===== config.mk =====
export PLATFORM = sky130hd
export DESIGN_NAME = dsn_slave_flat
export DESIGN_NICKNAME = d
export VERILOG_FILES = /design/src/rtl/dsn_pkg.sv /design/src/rtl/dsn_slave_if.sv /design/src/rtl/dsn_low_meas.sv /design/src/rtl/dsn_slave.sv /design/src/flat_wrapper.sv
export SDC_FILE = /design/constraint.sdc
export NUM_CORES = 1
export LEC_CHECK = 0
export ABC_AREA = 1
export CORE_ASPECT_RATIO = 0.75
export CORE_MARGIN = 3
export CORE_UTILIZATION = 51
export DETAILED_ROUTE_END_ITERATION = 6
export PLACE_DENSITY_LB_ADDON = 0.1
export SLEW_MARGIN = 5
export SYNTH_ARGS = -nofsm -noshare
export SYNTH_HDL_FRONTEND = slang
export SYNTH_HIERARCHICAL = 1
export SYNTH_SLANG_ARGS = --single-unit

===== constraint.sdc =====
create_clock -name clock -period 2.2 [get_ports clock]
set_clock_uncertainty 0.2 [all_clocks]
set_input_delay 0.66 -clock clock [delete_from_list [all_inputs] [get_ports clock]]
set_output_delay 0.66 -clock clock [all_outputs]
set_load 0.01 [all_outputs]

===== src/rtl/dsn_pkg.sv =====
// Shared definitions for the DS2401-style 1-Wire responder.
// Holds the default timing constants (in 40 MHz clock cycles), the single
// supported command code, the responder state encoding and the low-pulse
// class codes produced by the pulse classifier.
package dsn_pkg;

  localparam int unsigned MXCNT        = 16;     // timing counter width
  localparam int unsigned T_GLITCH     = 4;      // 100 ns
  localparam int unsigned T_BIT0_MIN   = 600;    // 15 us
  localparam int unsigned T_RST_MIN    = 19200;  // 480 us
  localparam int unsigned T_PD_WAIT    = 1200;   // 30 us
  localparam int unsigned T_PD_LEN     = 4800;   // 120 us
  localparam int unsigned T_TX_HOLD    = 1200;   // 30 us

  localparam logic [7:0]  CMD_READ_ROM = 8'h33;

  typedef enum logic [2:0] {
    IDLE      = 3'd0,
    PRES_WAIT = 3'd1,
    PRES_DRV  = 3'd2,
    RX_CMD    = 3'd3,
    TX_ROM    = 3'd4,
    HALT      = 3'd5
  } dsn_state_t;

  typedef enum logic [1:0] {
    NONE = 2'd0,
    BIT1 = 2'd1,
    BIT0 = 2'd2,
    RST  = 2'd3
  } pulse_class_t;

endpackage


===== src/rtl/dsn_slave_if.sv =====
// Signal bundle between the DSN responder and its surroundings.
//   enable    : 1 = respond on the line, 0 = ignore line, dsn_out held 1
//   dsn_in    : sensed (wired-AND) line level, asynchronous
//   dsn_out   : 0 = pull line low, 1 = release (registered)
//   rom_code  : 64-bit ROM image, sampled when Read ROM is accepted
//   busy      : transaction in progress
//   cmd_byte  : last received command byte
//   cmd_valid : strobe, 8 command bits received
//   cmd_err   : strobe, command was not Read ROM
//   tx_done   : strobe, 64th ROM bit slot finished
interface dsn_slave_if;
  logic        enable;
  logic        dsn_in;
  logic        dsn_out;
  logic [63:0] rom_code;
  logic        busy;
  logic [7:0]  cmd_byte;
  logic        cmd_valid;
  logic        cmd_err;
  logic        tx_done;

  modport slave (
    input  enable, dsn_in, rom_code,
    output dsn_out, busy, cmd_byte, cmd_valid, cmd_err, tx_done
  );

  modport master (
    output enable, dsn_in, rom_code,
    input  dsn_out, busy, cmd_byte, cmd_valid, cmd_err, tx_done
  );
endinterface


===== src/rtl/dsn_low_meas.sv =====
// Line sampler and low-pulse classifier.
//   clock, reset : clock and synchronous active-high reset
//   dsn_in       : asynchronous line level
//   fall         : line_s falling edge (master slot start)
//   pulse_vld    : rising edge ending a low pulse of at least T_GLITCH cycles
//   pulse_class  : BIT1 / BIT0 / RST classification of that pulse
module dsn_low_meas
  import dsn_pkg::*;
#(
  parameter int unsigned MXCNT      = dsn_pkg::MXCNT,
  parameter int unsigned T_GLITCH   = dsn_pkg::T_GLITCH,
  parameter int unsigned T_BIT0_MIN = dsn_pkg::T_BIT0_MIN,
  parameter int unsigned T_RST_MIN  = dsn_pkg::T_RST_MIN
) (
  input  logic         clock,
  input  logic         reset,
  input  logic         dsn_in,
  output logic         fall,
  output logic         pulse_vld,
  output pulse_class_t pulse_class
);

  logic             sync_q1;
  logic             line_s;
  logic             line_d;
  logic             rise;
  logic [MXCNT-1:0] low_cnt;
  logic [31:0]      low_len;

  // Synchronizer and edge flops idle high so leaving reset never fakes an edge.
  // The counter loads 1 on the falling edge so that at the rising edge it holds
  // exactly the number of cycles the line was low.
  always_ff @(posedge clock) begin
    if (reset) begin
      sync_q1 <= 1'b1;
      line_s  <= 1'b1;
      line_d  <= 1'b1;
      low_cnt <= '0;
    end else begin
      sync_q1 <= dsn_in;
      line_s  <= sync_q1;
      line_d  <= line_s;
      if (fall)
        low_cnt <= {{(MXCNT-1){1'b0}}, 1'b1};
      else if (!line_s && (low_cnt != '1))
        low_cnt <= low_cnt + 1'b1;
    end
  end

  assign fall    = line_d & ~line_s;
  assign rise    = ~line_d & line_s;
  assign low_len = 32'(low_cnt);

  always_comb begin
    pulse_class = NONE;
    if (low_len >= T_RST_MIN)
      pulse_class = RST;
    else if (low_len >= T_BIT0_MIN)
      pulse_class = BIT0;
    else if (low_len >= T_GLITCH)
      pulse_class = BIT1;
  end

  assign pulse_vld = rise && (pulse_class != NONE);

endmodule


===== src/rtl/dsn_slave.sv =====
// DS2401-style Digital Serial Number responder (1-Wire slave).
// Detects the master reset pulse, answers with a presence pulse, receives a
// command byte LSB first and, for Read ROM, shifts out the 64-bit ROM code.
//   clock        : 40 MHz clock
//   global_reset : synchronous active-high reset
//   dsn          : line, control and status bundle (dsn_slave_if.slave)
module dsn_slave
  import dsn_pkg::*;
#(
  parameter int unsigned MXCNT      = dsn_pkg::MXCNT,
  parameter int unsigned T_GLITCH   = dsn_pkg::T_GLITCH,
  parameter int unsigned T_BIT0_MIN = dsn_pkg::T_BIT0_MIN,
  parameter int unsigned T_RST_MIN  = dsn_pkg::T_RST_MIN,
  parameter int unsigned T_PD_WAIT  = dsn_pkg::T_PD_WAIT,
  parameter int unsigned T_PD_LEN   = dsn_pkg::T_PD_LEN,
  parameter int unsigned T_TX_HOLD  = dsn_pkg::T_TX_HOLD
) (
  input  logic        clock,
  input  logic        global_reset,
  dsn_slave_if.slave  dsn
);

  logic             meas_rst;
  logic             fall;
  logic             pulse_vld;
  pulse_class_t     pulse_class;
  logic             is_rst;
  logic             is_bit;
  logic [7:0]       cmd_next;

  dsn_state_t       state;
  logic [MXCNT-1:0] tmr;
  logic [6:0]       bit_cnt;
  logic [63:0]      rom_sr;
  logic             own_low;

  assign meas_rst = global_reset | ~dsn.enable;

  dsn_low_meas #(
    .MXCNT      (MXCNT),
    .T_GLITCH   (T_GLITCH),
    .T_BIT0_MIN (T_BIT0_MIN),
    .T_RST_MIN  (T_RST_MIN)
  ) u_low_meas (
    .clock       (clock),
    .reset       (meas_rst),
    .dsn_in      (dsn.dsn_in),
    .fall        (fall),
    .pulse_vld   (pulse_vld),
    .pulse_class (pulse_class)
  );

  assign is_rst   = pulse_vld && (pulse_class == RST);
  assign is_bit   = pulse_vld && (pulse_class != RST);
  assign cmd_next = {pulse_class == BIT1, dsn.cmd_byte[7:1]};

  // own_low marks a low pulse we drove ourselves (presence or 0-bit hold).
  // The line is wired-AND, so its rising edge is seen by the classifier; it is
  // dropped so the presence pulse is not taken as the first command bit.
  always_ff @(posedge clock) begin
    if (global_reset || !dsn.enable) begin
      state         <= IDLE;
      dsn.dsn_out   <= 1'b1;
      dsn.busy      <= 1'b0;
      dsn.cmd_valid <= 1'b0;
      dsn.cmd_err   <= 1'b0;
      dsn.tx_done   <= 1'b0;
      tmr           <= '0;
      bit_cnt       <= '0;
      rom_sr        <= '0;
      own_low       <= 1'b0;
      if (global_reset)
        dsn.cmd_byte <= '0;
    end else begin
      dsn.cmd_valid <= 1'b0;
      dsn.cmd_err   <= 1'b0;
      dsn.tx_done   <= 1'b0;
      if (pulse_vld)
        own_low <= 1'b0;

      if (is_rst) begin
        state       <= PRES_WAIT;
        tmr         <= '0;
        bit_cnt     <= '0;
        dsn.dsn_out <= 1'b1;
        dsn.busy    <= 1'b1;
      end else begin
        case (state)
          IDLE: begin
            dsn.dsn_out <= 1'b1;
          end

          PRES_WAIT: begin
            if (32'(tmr) == T_PD_WAIT - 1) begin
              tmr         <= '0;
              dsn.dsn_out <= 1'b0;
              own_low     <= 1'b1;
              state       <= PRES_DRV;
            end else begin
              tmr <= tmr + 1'b1;
            end
          end

          PRES_DRV: begin
            if (32'(tmr) == T_PD_LEN - 1) begin
              tmr         <= '0;
              bit_cnt     <= '0;
              dsn.dsn_out <= 1'b1;
              state       <= RX_CMD;
            end else begin
              tmr <= tmr + 1'b1;
            end
          end

          RX_CMD: begin
            if (is_bit && !own_low) begin
              dsn.cmd_byte <= cmd_next;
              if (bit_cnt == 7'd7) begin
                bit_cnt       <= '0;
                dsn.cmd_valid <= 1'b1;
                if (cmd_next == CMD_READ_ROM) begin
                  rom_sr <= dsn.rom_code;
                  state  <= TX_ROM;
                end else begin
                  dsn.cmd_err <= 1'b1;
                  dsn.busy    <= 1'b0;
                  state       <= HALT;
                end
              end else begin
                bit_cnt <= bit_cnt + 1'b1;
              end
            end
          end

          // A running 0-bit hold takes priority: the line is low anyway, so a
          // second slot start inside the hold is ignored. tx_done waits until
          // the last hold has been released.
          TX_ROM: begin
            if (!dsn.dsn_out) begin
              if (32'(tmr) == T_TX_HOLD - 1) begin
                tmr         <= '0;
                dsn.dsn_out <= 1'b1;
              end else begin
                tmr <= tmr + 1'b1;
              end
            end else if (bit_cnt == 7'd64) begin
              dsn.tx_done <= 1'b1;
              dsn.busy    <= 1'b0;
              state       <= HALT;
            end else if (fall) begin
              if (!rom_sr[0]) begin
                dsn.dsn_out <= 1'b0;
                own_low     <= 1'b1;
                tmr         <= '0;
              end
              rom_sr  <= {1'b0, rom_sr[63:1]};
              bit_cnt <= bit_cnt + 1'b1;
            end
          end

          HALT: begin
            dsn.dsn_out <= 1'b1;
            dsn.busy    <= 1'b0;
          end

          default: begin
            state       <= IDLE;
            dsn.dsn_out <= 1'b1;
            dsn.busy    <= 1'b0;
          end
        endcase
      end
    end
  end

endmodule


===== src/flat_wrapper.sv =====
// flat-port wrapper written by rule: the top's interface ports become plain ports
module dsn_slave_flat import dsn_pkg::*;
#(
  parameter int unsigned MXCNT      = dsn_pkg::MXCNT,
  parameter int unsigned T_GLITCH   = dsn_pkg::T_GLITCH,
  parameter int unsigned T_BIT0_MIN = dsn_pkg::T_BIT0_MIN,
  parameter int unsigned T_RST_MIN  = dsn_pkg::T_RST_MIN,
  parameter int unsigned T_PD_WAIT  = dsn_pkg::T_PD_WAIT,
  parameter int unsigned T_PD_LEN   = dsn_pkg::T_PD_LEN,
  parameter int unsigned T_TX_HOLD  = dsn_pkg::T_TX_HOLD
)
  (clock, global_reset, dsn_enable, dsn_dsn_in, dsn_rom_code, dsn_dsn_out, dsn_busy, dsn_cmd_byte, dsn_cmd_valid, dsn_cmd_err, dsn_tx_done);
  dsn_slave_if dsn_i ();
  input  logic clock;
  input  logic global_reset;
  input wire logic [$bits(dsn_i.enable)-1:0] dsn_enable;
  input wire logic [$bits(dsn_i.dsn_in)-1:0] dsn_dsn_in;
  input wire logic [$bits(dsn_i.rom_code)-1:0] dsn_rom_code;
  output wire logic [$bits(dsn_i.dsn_out)-1:0] dsn_dsn_out;
  output wire logic [$bits(dsn_i.busy)-1:0] dsn_busy;
  output wire logic [$bits(dsn_i.cmd_byte)-1:0] dsn_cmd_byte;
  output wire logic [$bits(dsn_i.cmd_valid)-1:0] dsn_cmd_valid;
  output wire logic [$bits(dsn_i.cmd_err)-1:0] dsn_cmd_err;
  output wire logic [$bits(dsn_i.tx_done)-1:0] dsn_tx_done;
  assign dsn_i.enable = dsn_enable;
  assign dsn_i.dsn_in = dsn_dsn_in;
  assign dsn_i.rom_code = dsn_rom_code;
  assign dsn_dsn_out = dsn_i.dsn_out;
  assign dsn_busy = dsn_i.busy;
  assign dsn_cmd_byte = dsn_i.cmd_byte;
  assign dsn_cmd_valid = dsn_i.cmd_valid;
  assign dsn_cmd_err = dsn_i.cmd_err;
  assign dsn_tx_done = dsn_i.tx_done;
  dsn_slave #(.MXCNT(MXCNT), .T_GLITCH(T_GLITCH), .T_BIT0_MIN(T_BIT0_MIN), .T_RST_MIN(T_RST_MIN), .T_PD_WAIT(T_PD_WAIT), .T_PD_LEN(T_PD_LEN), .T_TX_HOLD(T_TX_HOLD)) u_core (.clock(clock), .global_reset(global_reset), .dsn(dsn_i));
endmodule

==> impl_metrics.ini <==
[synthesis]
ys_async_sr_fraction_pct = 0
post_synth_num_cell_types = 40
synthFlopType = sky130_fd_sc_hd__dfxtp_1
main_combinational_cell_family_by_area_after_synthesis = simple AND/OR/NAND/NOR gates
synthAdderAreaFrac_pct = 0.9022
avgSynthCellArea_um2 = 6.661
synth_edf_count = 8
synth-compound-area-share_pct = 9.798
synth_cells = 1041
synth.yosys.warnings = 6
syn-cell-area_um2 = 6934
synth_seq_cells = 123
syn_nets = 1114
ys_seq_area_share_pct = 36.67
synth.mux.area_fraction_pct = 0
post_synth_and_or_nand_nor_area_fraction_pct = 40.15
post_synth_xor_area_fraction_pct = 2.021

[worst_setup_path]
ff2ff_path_depth = 14
critical_path_peak_fanout = 10
r2r-end = u_core/rom_sr[4]
setup.worst_path.class = flip-flop to flip-flop
worst_ep_required_time_ns = 2.30
worst-endpoint-arrival_ns = 2.38
endpoint_kind = flip-flop
r2r_setup_slack_ns = -0.09
startpoint_type = flip-flop
crit-reg2reg-launch = u_core/u_low_meas/low_cnt[12]

[placed_design]
finalWeightedCongestion = 0.8425
hpwlAfterDp_mm = 11.14
pre_cts_slack_ns = -0.1345
place_area_um2 = 8112
portBuffers = 80

[detailed_routing]
wire_per_inst_um = 13.74
drc = 0
drt_iter0_drc = 523
first_pass_iters = 6
routed_wirelength_mm = 18.41
vias_per_cell = 5.168
drt.antenna.violating_nets = 0
via_count = 6925

[global_routing]
first_pass_grt_wire_length_mm = 29.76
first_global_vias = 6291
grt_antenna_before_repair = 0
grt_max_degree = 66
globalRouteOverflowTotal = 0
grt.total_usage_pct = 23.81

[floorplan]
dieArea_um2 = 15050
floorplan.initialDensity_pct = 52.72
dieWidth_um = 140.6
floorplan_die_height_um = 107.0
total_number_of_placement_rows = 36
boundaryPins = 81
placeableCoreArea_um2 = 13150

[clock_network]
ctsHtreeMaxLevel = 4
clock_sink_count = 123
cts_max_path_buffers = 2
root_driver = sky130_fd_sc_hd__clkbuf_16
cts_tree = built
numCtsBuffers = 17
clkTransAtPathRegs_ns = 0.06
clk_lat_worst_skew_ns = 0.42
cts_hold_buffers = 0

[run_status]
run_status = finished with violations
violations = negative setup slack

[power]
power.switching_mw = 1.213
power.share.sequential_pct = 42.1
internal-power_mw = 4.167
p_leak_nw = 3.705
power_frac_clock_pct = 52.4
powerDensity_nw_per_um2 = 576.9
vdd_drop_max_mv = 0.6138
p_sw_share_pct = 22.55
combinationalPowerShare_pct = 5.5
finalPower_mw = 5.381

[sta]
setup_viol = 78
fmax_mhz = 437.6
finalWorstPathRequiredPeriod_ns = 2.285
finalHoldViolCount = 0
worst_margin_slew_ns = 0.3561
relSlewSlack_pct = 76.23
grt_setup_unrepaired = true
final.setup.tns_ns = -4.222
post-route-worst-setup-slack_ns = -0.08540
timing.final.crit_share_pct = 103.9
finalMaxSlewViolations = 0

[layout]
area_growth_pct = 34.50
commonest_cells_after_routing_fill_and_taps_aside = 384 x sky130_fd_sc_hd__nand2_1, 106 x sky130_fd_sc_hd__dfxtp_1, 83 x sky130_fd_sc_hd__nor2_1, 83 x sky130_fd_sc_hd__nand3_1, 71 x sky130_fd_sc_hd__clkdlybuf4s50_1
fin_nets = 1229
layout.cell_area.non_filler_um2 = 9326
commonest_non_fill_non_tap_cell_in_the_layout = sky130_fd_sc_hd__nand2_1
antenna_cells_inserted = 0
final_layout_size_suffix_gt1_share_pct = 20.44

[run]
max_cap_viol_count = 0

[min_path]
hold-path-cell-count = 1
hold-path-endpoint = u_core/u_low_meas/line_s
min_from = u_core/u_low_meas/sync_q1
worst_hold_class = flip-flop to flip-flop
## worst max-delay path by stage
stage | from | end | slack, ns | cells past startpoint
global route | u_core/u_low_meas/low_cnt[4] | u_core/rom_sr[41] | -0.25 | 16
floorplan | dsn_enable | u_core/u_low_meas/low_cnt[13] | 0.02 | 9
global placement | u_core/u_low_meas/low_cnt[11] | u_core/rom_sr[63] | -0.09 | 13
finish | u_core/u_low_meas/low_cnt[12] | u_core/rom_sr[4] | -0.09 | 14
detailed placement | u_core/u_low_meas/low_cnt[12] | u_core/rom_sr[35] | -0.13 | 12
CTS | u_core/u_low_meas/low_cnt[10] | u_core/rom_sr[29] | -0.06 | 13
## power by group through the flow
stage	clock [mW]	sequential (mW)	combinational [mW]
detailed placement	0	2.31	0.289
CTS	2.85	2.27	0.288
global placement	0	2.31	0.289
finish	2.82	2.26	0.298
floorplan	0	2.31	0.117
global route	2.96	2.26	0.327
## critical path, cell delays in order, from the launching register on
cell	delay, ns
sky130_fd_sc_hd__dfxtp_2	0.33
sky130_fd_sc_hd__nor2_4	0.11
sky130_fd_sc_hd__nand3_2	0.10
sky130_fd_sc_hd__nand3b_1	0.23
sky130_fd_sc_hd__buf_4	0.17
sky130_fd_sc_hd__nand2_2	0.09
sky130_fd_sc_hd__nand3_2	0.08
sky130_fd_sc_hd__nand2_2	0.09
sky130_fd_sc_hd__nand2_4	0.07
sky130_fd_sc_hd__nor2_4	0.11
sky130_fd_sc_hd__buf_12	0.17
sky130_fd_sc_hd__nand2_8	0.10
sky130_fd_sc_hd__clkbuf_16	0.18
sky130_fd_sc_hd__nand2_1	0.07
sky130_fd_sc_hd__a21oi_2	0.05
## final cells by class
type                    count  area (um^2)
clock inverters            13        141.4
inverters                  78        301.5
multi-input cells         782         3990
fillers                  1101         3826
clock buffers              19        454.2
flip-flops and latches    123         2556
well taps                 171        214.0
repair buffers            154         1669
## kinds of logic (layout without fill, tap and decap cells)
family                   count (synthesis)  in the layout
AND/OR/NAND/NOR                        642            644
buffers and inverters                  138            264
flip-flops                             123            123
AO/OA/AOI/OAI                          117            117
XOR/XNOR                                16             16
adder cells (fa/ha/maj)                  5              5
## cells in the mapped netlist (all sizes together), types with 8 or more instances
cell | number | area, um^2
nor2 | 106 | 452.9
dfxtp | 115 | 2302
nand2 | 402 | 1559
o21ai | 20 | 115.1
xor2 | 12 | 105.1
clkbuf | 8 | 30.03
nand3 | 107 | 605.6
nand4 | 8 | 50.05
nor3 | 10 | 50.05
a21oi | 91 | 515.5
buf | 52 | 401.6
edfxtp | 8 | 240.2
inv | 75 | 281.5
## flip-flops by register name, indices dropped and copies added, names as in the netlist
| name | flops |
|---|---|
| u_core/tmr | 16 |
| u_core/dsn.busy | 1 |
| u_core/dsn.cmd_err | 1 |
| u_core/dsn.cmd_byte | 8 |
| u_core/dsn.tx_done | 1 |
| u_core/u_low_meas/line_s | 1 |
| u_core/rom_sr | 64 |
| u_core/bit_cnt | 7 |
| u_core/u_low_meas/low_cnt | 16 |
| u_core/u_low_meas/sync_q1 | 1 |
| u_core/dsn.cmd_valid | 1 |
| u_core/u_low_meas/line_d | 1 |
| u_core/own_low | 1 |
| u_core/state | 3 |
| u_core/dsn.dsn_out | 1 |
## stage by stage
step,utilization [%],std cells,hold slack [ns]
after global placement,61.67,1293,0.1945
final,70.91,1340,0.2085
after global routing,70.91,1340,0.2259
after CTS,67.85,1333,0.2120
after detailed placement,61.67,1293,0.1991
after floorplan,-,1041,0.1895
## metal layers
layer / part of all wire (%) / vias to the layer above / global-route usage (%)
met5: 0 / - / 0
met3: 5.1 / 28 / 4.503
li1: - / 3536 / -
met2: 45 / 192 / 37.26
met4: 1.6 / 0 / 8.022
met1: 48 / 3169 / 33.18
## what timing repair did
action,in CTS,in global routing
setup buffers,5,1
gates cloned,3,7
endpoints found under the setup margin,92,104
endpoints found under the hold margin,0,0
pin swaps,9,17
gates resized for setup,45,69
Note: power is estimated with default switching activity, not from simulation.
